## src/rtl/pkg_uart_resposta.sv

```systemverilog
// rtl/pkg_uart_resposta.sv - states, sizes and defaults of the UART response sequencer
package pkg_uart_resposta;

  localparam int NUM_BYTES_RESPOSTA     = 2;
  localparam int CICLOS_TIMEOUT_PADRAO  = 65535;
  localparam int LARGURA_TIMEOUT_PADRAO = 16;

  typedef enum logic [2:0] {
    ESPERA      = 3'd0,
    CARREGA     = 3'd1,
    AGUARDA_FIM = 3'd2,
    INTERVALO   = 3'd3,
    FIM         = 3'd4,
    ERRO        = 3'd5
  } estado_t;

  function automatic logic ultimo_byte(input logic indice);
    return indice == 1'(NUM_BYTES_RESPOSTA - 1);
  endfunction

endpackage

```

## src/rtl/sequenciador_resposta_tx_if.sv

```systemverilog
// rtl/sequenciador_resposta_tx_if.sv - request side and transmitter side of the response sequencer
interface sequenciador_resposta_tx_if;

  logic       enviarResposta;
  logic [7:0] byteComando;
  logic [7:0] byteDado;
  logic       ocupado;
  logic       respostaEnviada;
  logic       erroTimeout;
  logic       haDadosParaTransmitir;
  logic [7:0] byteASerTransmitido;
  logic       indicaTransmissao;
  logic       bitsEstaoEnviados;

  modport master (
    input  enviarResposta, byteComando, byteDado, indicaTransmissao, bitsEstaoEnviados,
    output ocupado, respostaEnviada, erroTimeout, haDadosParaTransmitir, byteASerTransmitido
  );

  modport slave (
    output enviarResposta, byteComando, byteDado, indicaTransmissao, bitsEstaoEnviados,
    input  ocupado, respostaEnviada, erroTimeout, haDadosParaTransmitir, byteASerTransmitido
  );

endinterface

```

## src/rtl/detector_borda_subida.sv

```systemverilog
// rtl/detector_borda_subida.sv - one-cycle pulse on the rising edge of a level input
module detector_borda_subida (
  input  logic clock,
  input  logic reset,
  input  logic i_sinal,
  output logic o_pulso
);

  logic r_anterior;

  always_ff @(posedge clock) begin
    if (reset) begin
      r_anterior <= 1'b0;
    end else begin
      r_anterior <= i_sinal;
    end
  end

  assign o_pulso = i_sinal & ~r_anterior;

endmodule

```

## src/rtl/sequenciador_resposta_tx.sv

```systemverilog
// rtl/sequenciador_resposta_tx.sv - feeds a 2-byte response to the UART transmitter one byte at a time
module sequenciador_resposta_tx
  import pkg_uart_resposta::*;
#(
  parameter int CICLOS_TIMEOUT  = CICLOS_TIMEOUT_PADRAO,
  parameter int LARGURA_TIMEOUT = LARGURA_TIMEOUT_PADRAO
) (
  input logic                        clock,
  input logic                        reset,
  sequenciador_resposta_tx_if.master bus
);

  localparam logic [LARGURA_TIMEOUT-1:0] LIMITE = LARGURA_TIMEOUT'(CICLOS_TIMEOUT - 1);
  localparam logic [LARGURA_TIMEOUT-1:0] MAXIMO = '1;

  estado_t                    r_estado;
  estado_t                    w_prox_estado;
  logic [7:0]                 r_byte_dado;
  logic [7:0]                 r_byte_tx;
  logic                       r_indice;
  logic [LARGURA_TIMEOUT-1:0] r_contador;
  logic [LARGURA_TIMEOUT-1:0] w_contador_inc;
  logic                       w_borda_done;
  logic                       w_tx_livre;
  logic                       w_expirou;
  logic                       w_carrega_cmd;
  logic                       w_carrega_dado;
  logic                       w_limpa_cont;
  logic                       w_conta;

  detector_borda_subida u_borda_done (
    .clock   (clock),
    .reset   (reset),
    .i_sinal (bus.bitsEstaoEnviados),
    .o_pulso (w_borda_done)
  );

  // The transmitter ignores valid during its done/cleanup cycles, so both must be low.
  assign w_tx_livre     = ~bus.indicaTransmissao & ~bus.bitsEstaoEnviados;
  assign w_contador_inc = r_contador + 1'b1;
  assign w_expirou      = (w_contador_inc == LIMITE);

  always_ff @(posedge clock) begin
    if (reset) begin
      r_estado <= ESPERA;
    end else begin
      r_estado <= w_prox_estado;
    end
  end

  always_comb begin
    w_prox_estado  = r_estado;
    w_carrega_cmd  = 1'b0;
    w_carrega_dado = 1'b0;
    w_limpa_cont   = 1'b0;
    w_conta        = 1'b0;
    unique case (r_estado)
      ESPERA: begin
        if (bus.enviarResposta && w_tx_livre) begin
          w_carrega_cmd = 1'b1;
          w_prox_estado = CARREGA;
        end
      end
      CARREGA: begin
        w_limpa_cont  = 1'b1;
        w_prox_estado = AGUARDA_FIM;
      end
      AGUARDA_FIM: begin
        w_conta = 1'b1;
        if (w_borda_done) begin
          w_prox_estado = INTERVALO;
        end else if (w_expirou) begin
          w_prox_estado = ERRO;
        end
      end
      INTERVALO: begin
        w_conta = 1'b1;
        if (w_tx_livre) begin
          if (ultimo_byte(r_indice)) begin
            w_prox_estado = FIM;
          end else begin
            w_carrega_dado = 1'b1;
            w_prox_estado  = CARREGA;
          end
        end else if (w_expirou) begin
          w_prox_estado = ERRO;
        end
      end
      FIM:     w_prox_estado = ESPERA;
      ERRO:    w_prox_estado = ESPERA;
      default: w_prox_estado = ESPERA;
    endcase
  end

  // The command byte goes straight into the output register; only the data byte needs holding.
  always_ff @(posedge clock) begin
    if (reset) begin
      r_byte_dado <= 8'h00;
      r_byte_tx   <= 8'h00;
      r_indice    <= 1'b0;
      r_contador  <= '0;
    end else begin
      if (w_carrega_cmd) begin
        r_byte_tx   <= bus.byteComando;
        r_byte_dado <= bus.byteDado;
        r_indice    <= 1'b0;
      end else if (w_carrega_dado) begin
        r_byte_tx <= r_byte_dado;
        r_indice  <= 1'b1;
      end
      if (w_limpa_cont) begin
        r_contador <= '0;
      end else if (w_conta && (r_contador != MAXIMO)) begin
        r_contador <= w_contador_inc;
      end
    end
  end

  assign bus.ocupado               = (r_estado != ESPERA);
  assign bus.respostaEnviada       = (r_estado == FIM);
  assign bus.erroTimeout           = (r_estado == ERRO);
  assign bus.haDadosParaTransmitir = (r_estado == CARREGA);
  assign bus.byteASerTransmitido   = r_byte_tx;

endmodule

```

## src/flat_wrapper.sv

```systemverilog
// flat-port wrapper written by rule: the top's interface ports become plain ports
module sequenciador_resposta_tx_flat import pkg_uart_resposta::*;
#(
  parameter int CICLOS_TIMEOUT  = CICLOS_TIMEOUT_PADRAO,
  parameter int LARGURA_TIMEOUT = LARGURA_TIMEOUT_PADRAO
)
  (clock, reset, bus_enviarResposta, bus_byteComando, bus_byteDado, bus_indicaTransmissao, bus_bitsEstaoEnviados, bus_ocupado, bus_respostaEnviada, bus_erroTimeout, bus_haDadosParaTransmitir, bus_byteASerTransmitido);
  sequenciador_resposta_tx_if bus_i ();
  input logic clock;
  input logic reset;
  input wire logic [$bits(bus_i.enviarResposta)-1:0] bus_enviarResposta;
  input wire logic [$bits(bus_i.byteComando)-1:0] bus_byteComando;
  input wire logic [$bits(bus_i.byteDado)-1:0] bus_byteDado;
  input wire logic [$bits(bus_i.indicaTransmissao)-1:0] bus_indicaTransmissao;
  input wire logic [$bits(bus_i.bitsEstaoEnviados)-1:0] bus_bitsEstaoEnviados;
  output wire logic [$bits(bus_i.ocupado)-1:0] bus_ocupado;
  output wire logic [$bits(bus_i.respostaEnviada)-1:0] bus_respostaEnviada;
  output wire logic [$bits(bus_i.erroTimeout)-1:0] bus_erroTimeout;
  output wire logic [$bits(bus_i.haDadosParaTransmitir)-1:0] bus_haDadosParaTransmitir;
  output wire logic [$bits(bus_i.byteASerTransmitido)-1:0] bus_byteASerTransmitido;
  assign bus_i.enviarResposta = bus_enviarResposta;
  assign bus_i.byteComando = bus_byteComando;
  assign bus_i.byteDado = bus_byteDado;
  assign bus_i.indicaTransmissao = bus_indicaTransmissao;
  assign bus_i.bitsEstaoEnviados = bus_bitsEstaoEnviados;
  assign bus_ocupado = bus_i.ocupado;
  assign bus_respostaEnviada = bus_i.respostaEnviada;
  assign bus_erroTimeout = bus_i.erroTimeout;
  assign bus_haDadosParaTransmitir = bus_i.haDadosParaTransmitir;
  assign bus_byteASerTransmitido = bus_i.byteASerTransmitido;
  sequenciador_resposta_tx #(.CICLOS_TIMEOUT(CICLOS_TIMEOUT), .LARGURA_TIMEOUT(LARGURA_TIMEOUT)) u_core (.clock(clock), .reset(reset), .bus(bus_i));
endmodule
```

## config.mk

```make
export PLATFORM = sky130hd
export DESIGN_NAME = sequenciador_resposta_tx_flat
export DESIGN_NICKNAME = d
export VERILOG_FILES = /design/src/rtl/pkg_uart_resposta.sv /design/src/rtl/sequenciador_resposta_tx_if.sv /design/src/rtl/detector_borda_subida.sv /design/src/rtl/sequenciador_resposta_tx.sv /design/src/flat_wrapper.sv
export SDC_FILE = /design/constraint.sdc
export NUM_CORES = 1
export LEC_CHECK = 0
export CORE_AREA = 3 3 68 70
export DETAILED_ROUTE_END_ITERATION = 10
export DIE_AREA = 0 0 71 73
export PLACE_DENSITY_LB_ADDON = 0.05
export SETUP_SLACK_MARGIN = 0.5
export SYNTH_ARGS = -nofsm -noshare
export SYNTH_HDL_FRONTEND = slang
export SYNTH_SLANG_ARGS = --single-unit
```

## constraint.sdc

```tcl
create_clock -name clock -period 1.85 [get_ports clock]
set_input_delay 0.2775 -clock clock [delete_from_list [all_inputs] [get_ports clock]]
set_output_delay 0.2775 -clock clock [all_outputs]
set_load 0.1 [all_outputs]
```

==> parameters.txt <==
Parameter                              Value

Timing
  Setup_tns ... 0 ps
  Unrepaired setup endpoints after global routing ... true
  Period minus WS final ... 1760 ps
  Share of the clock period used by the worst path after layout ... 95.2%
  Maximum clock skew at final layout ... 5.47 ps
  Transition at the pin with the smallest max-transition slack ... 512 ps
  Relative slew slack ... 65.5%
  Top achievable clock speed ... 568 MHz
  Pins over their slew limit ... 0
  Final setup slack of the worst path ... 88.2 ps
  Total of endpoints with negative setup slack in the final report ... 0
  Final Hold Violating Endpoints ... 0

Flow run
  Number of max-cap violations ... 0

Clock tree
  Level count of the clock H-tree ... 2
  CTS Sinks ... 37
  Number of buffers created by CTS ... 5
  Clock tree from TritonCTS ... done
  Clock root buffer ... sky130_fd_sc_hd__clkbuf_8
  Skew-Pair Late Insertion Delay ... 290 ps
  Maximum root-to-sink buffer count ... 2
  Clock transition at path regs ... 80 ps
  Count of hold-fix buffers inserted at cts ... 0

Synthesis
  Main area contributors after synthesis ... sky130_fd_sc_hd__dfxtp_1 (39%), sky130_fd_sc_hd__nor2_1 (6.6%), sky130_fd_sc_hd__nand2_1 (5.4%), sky130_fd_sc_hd__mux2i_1 (4.8%), sky130_fd_sc_hd__xor2_1 (4.2%)
  Gate count of the mapped netlist ... 218
  Async set-reset flop share out of synthesis ... 0%
  Seq/Total Area, Yosys ... 39.3%
  Post-synth top area share ... 39.3%
  Warning count from the yosys run ... 0
  Post-synthesis cell type count ... 49
  Most instantiated flip-flop cell in the synthesis netlist ... sky130_fd_sc_hd__dfxtp_1
  Post-synthesis sequential element count ... 37
  Syn Nets ... 241
  Cell taking the most area after synthesis ... sky130_fd_sc_hd__dfxtp_1
  Mean post-synth cell area ... 8.64 µm²
  EDFF count, synth ... 0
  Area of the mapped netlist ... 1880 µm²

Floorplan
  Core Box Area ... 4030 µm²
  Row Count ... 23
  Number of primary I/O pins ... 33
  Y dimension of the die ... 73 µm
  Total die area ... 5180 µm²
  Overall die width ... 71 µm
  Effective utilization at floorplan ... 46.8%

Critical path
  Worst EP required ... 2070 ps
  Slack of the worst reg-to-reg path ... 90 ps
  Critical register-to-register path endpoint ... u_core.r_estado[2]$_SDFFE_PP0P_
  CP max FO ... 6
  Element type at the critical path start ... flip-flop
  Worst Path Arrival ... 1980 ps
  Worst r2r src ... u_core.r_contador[1]$_SDFFE_PP0P_
  Setup CP Type ... flip-flop to flip-flop
  Kind of end point of the critical path ... flip-flop
  R2r worst-path depth ... 8

Pwr
  Flop pwr share ... 36.4%
  Part of the power in the clock network ... 30.6%
  Comb power frac ... 33.0%
  Total design power ... 2.38 mW
  Design internal power ... 1.63 mW
  Total power density per cell area ... 701 nW/µm²
  Highest ir drop seen on vdd ... 0.590 mV
  Switching power share of the total ... 31.2%
  Standby leakage power ... 1.28 nW
  Switching power ... 742 µW

Placement
  RD Place Congestion ... 0.831
  Post-placement cell area ... 2480 µm²
  Post-DP HPWL ... 3.32 mm
  Port Buf Inserts ... 32
  Placed Cells incl. Taps ... 314
  Dpl ws ... 13.1 ps

Route
  Mean routed wirelength per cell ... 17.6 µm
  Total via count after detailed routing ... 1,973
  Routed WL ... 6.24 mm
  Vias/cell ... 5.57
  Detail Route Antenna Nets ... 0
  Detailed-routing iteration count for the pre-antenna-repair pass ... 4
  DRC violations left ... 0
  Number of DRC violations after detailed-routing iteration 0 ... 134

Cells and area
  Most common cell after layout, fill and taps aside ... sky130_fd_sc_hd__buf_4
  Post-route cell area ... 3390 µm²
  Area used by multi-input combinational logic ... 1490 µm²
  Layout overhead on the synthesized area ... 79.9%
  Ant. Diodes ... 0
  Top library cells by usage in the layout, fill and taps aside ... sky130_fd_sc_hd__buf_4 (45), sky130_fd_sc_hd__dfxtp_1 (19), sky130_fd_sc_hd__nor2_1 (18), sky130_fd_sc_hd__clkdlybuf4s50_1 (18), sky130_fd_sc_hd__buf_6 (16)
  Cell Count, Final, Fillers Out ... 354
  Layout net count ... 326
  Count of filler cells inserted in the layout ... 193
  Fraction of layout cells with a size suffix above 1 ... 59.5%
  Area taken by flip-flops and latches ... 776 µm²

Hold path
  Count of cells along the worst hold path ... 2
  Path category of the worst min-delay check ... flip-flop to flip-flop
  Startpoint of the worst hold path ... u_core.r_byte_dado[5]$_SDFFE_PP0P_
  Hold endpoint ... u_core.r_byte_dado[5]$_SDFFE_PP0P_

Global routing
  First-pass GRT wire length ... 9.79 mm
  Antenna violations before repair ... 0
  Pin count of the biggest net entering global routing ... 19
  Global route overflow ... 0
  Number of global-route vias before repair ... 2,098
  Global-route usage over all layers ... 24.0%

Status
  Status ... finished clean
[registers in the layout, summed over array words and instances (netlist names)]
signal,cells
u_core.r_indice,1
u_core.r_byte_dado,8
u_core.r_contador,16
u_core.bus.byteASerTransmitido,8
u_core.u_borda_done.r_anterior,1
u_core.r_estado,3
[power by group through the flow]
stage	clock [mW]	sequential, mW	combinational (mW)
final	0.726	0.864	0.785
after global routing	0.769	0.869	0.825
after CTS	0.737	0.861	0.691
after detailed placement	0	0.873	0.500
after global placement	0	0.871	0.489
after floorplan	0	0.954	0.267
[cells by family after synthesis]
family	synth area share, %
AO/OA/AOI/OAI	13.4
buffers and inverters	4.78
adder cells (fa/ha/maj)	1.33
AND/OR/NAND/NOR	29.0
multiplexers	4.78
flip-flops	39.3
XOR/XNOR	7.44
[critical path: stages (launching register included)]
cell	delay, ps
sky130_fd_sc_hd__dfxtp_4	370
sky130_fd_sc_hd__buf_6	130
sky130_fd_sc_hd__and4b_1	200
sky130_fd_sc_hd__a31oi_1	50
sky130_fd_sc_hd__a2bb2oi_2	160
sky130_fd_sc_hd__nor4_4	360
sky130_fd_sc_hd__buf_4	170
sky130_fd_sc_hd__nand3_1	90
sky130_fd_sc_hd__a21oi_2	150
[stage by stage]
| stage | hold WS (ps) | utilization (%) |
|---|---|---|
| 4_1_cts | 469 | 78.9 |
| 2_1_floorplan | 406 | - |
| 6_report | 485 | 84.2 |
| 3_3_place_gp | 447 | 61.6 |
| 5_1_grt | 502 | 84.2 |
| 3_5_place_dp | 453 | 61.6 |
[area by class of cell]
class                           count  share of cell area, %
Clock buffer                        7                   2.55
Clock inverter                      1                  0.886
Inverter                            3                  0.332
Multi-Input combinational cell    165                   43.8
Sequential cell                    37                   22.9
Tap cell                           50                   1.85
Timing Repair Buffer               91                   27.7
[cell usage after synthesis, types with 2 or more instances]
library cell,number
sky130_fd_sc_hd__a211o_1,2
sky130_fd_sc_hd__a211oi_1,9
sky130_fd_sc_hd__a21oi_1,14
sky130_fd_sc_hd__and3_1,2
sky130_fd_sc_hd__and4b_1,2
sky130_fd_sc_hd__buf_2,4
sky130_fd_sc_hd__buf_6,2
sky130_fd_sc_hd__clkbuf_1,6
sky130_fd_sc_hd__dfxtp_1,37
sky130_fd_sc_hd__ha_1,2
sky130_fd_sc_hd__inv_1,3
sky130_fd_sc_hd__mux2i_1,9
sky130_fd_sc_hd__nand2_1,27
sky130_fd_sc_hd__nand3_1,8
sky130_fd_sc_hd__nand4_1,6
sky130_fd_sc_hd__nor2_1,33
sky130_fd_sc_hd__nor2b_1,2
sky130_fd_sc_hd__nor3_1,3
sky130_fd_sc_hd__nor3b_1,3
sky130_fd_sc_hd__xnor2_1,7
sky130_fd_sc_hd__xor2_1,9
[worst max path at each step]
| stage | cells after the start | slack [ps] | end | from |
|---|---|---|---|---|
| 3_3_place_gp | 7 | 70 | u_core.bus.byteASerTransmitido[1]$_SDFFE_PP0P_ | bus_bitsEstaoEnviados |
| 5_1_grt | 7 | 10 | u_core.r_estado[0]$_SDFFE_PP0P_ | u_core.r_contador[0]$_SDFFE_PP0P_ |
| 6_report | 8 | 90 | u_core.r_estado[2]$_SDFFE_PP0P_ | u_core.r_contador[1]$_SDFFE_PP0P_ |
| 4_1_cts | 7 | 200 | u_core.r_estado[0]$_SDFFE_PP0P_ | u_core.r_contador[1]$_SDFFE_PP0P_ |
| 2_1_floorplan | 6 | -110 | u_core.r_contador[0]$_SDFFE_PP0P_ | u_core.r_estado[2]$_SDFFE_PP0P_ |
| 3_5_place_dp | 7 | 10 | u_core.bus.byteASerTransmitido[3]$_SDFFE_PP0P_ | bus_bitsEstaoEnviados |
[routing by layer]
| metal | global-route usage [%] | up-vias | routed length, µm |
|---|---|---|---|
| met5 | 0 | - | 0 |
| met4 | 10.4 | 0 | 246 |
| met3 | 4.41 | 23 | 273 |
| met2 | 42.9 | 65 | 3180 |
| met1 | 28.1 | 953 | 2540 |
| li1 | - | 932 | - |
[timing repair]
item                       4_1_cts  5_1_grt
resized for setup              102       39
pin swaps                       44       23
gates cloned                     3        0
setup endpoints to repair       40       40
buffers inserted                23        6
Note: power is estimated with default switching activity, not from simulation.
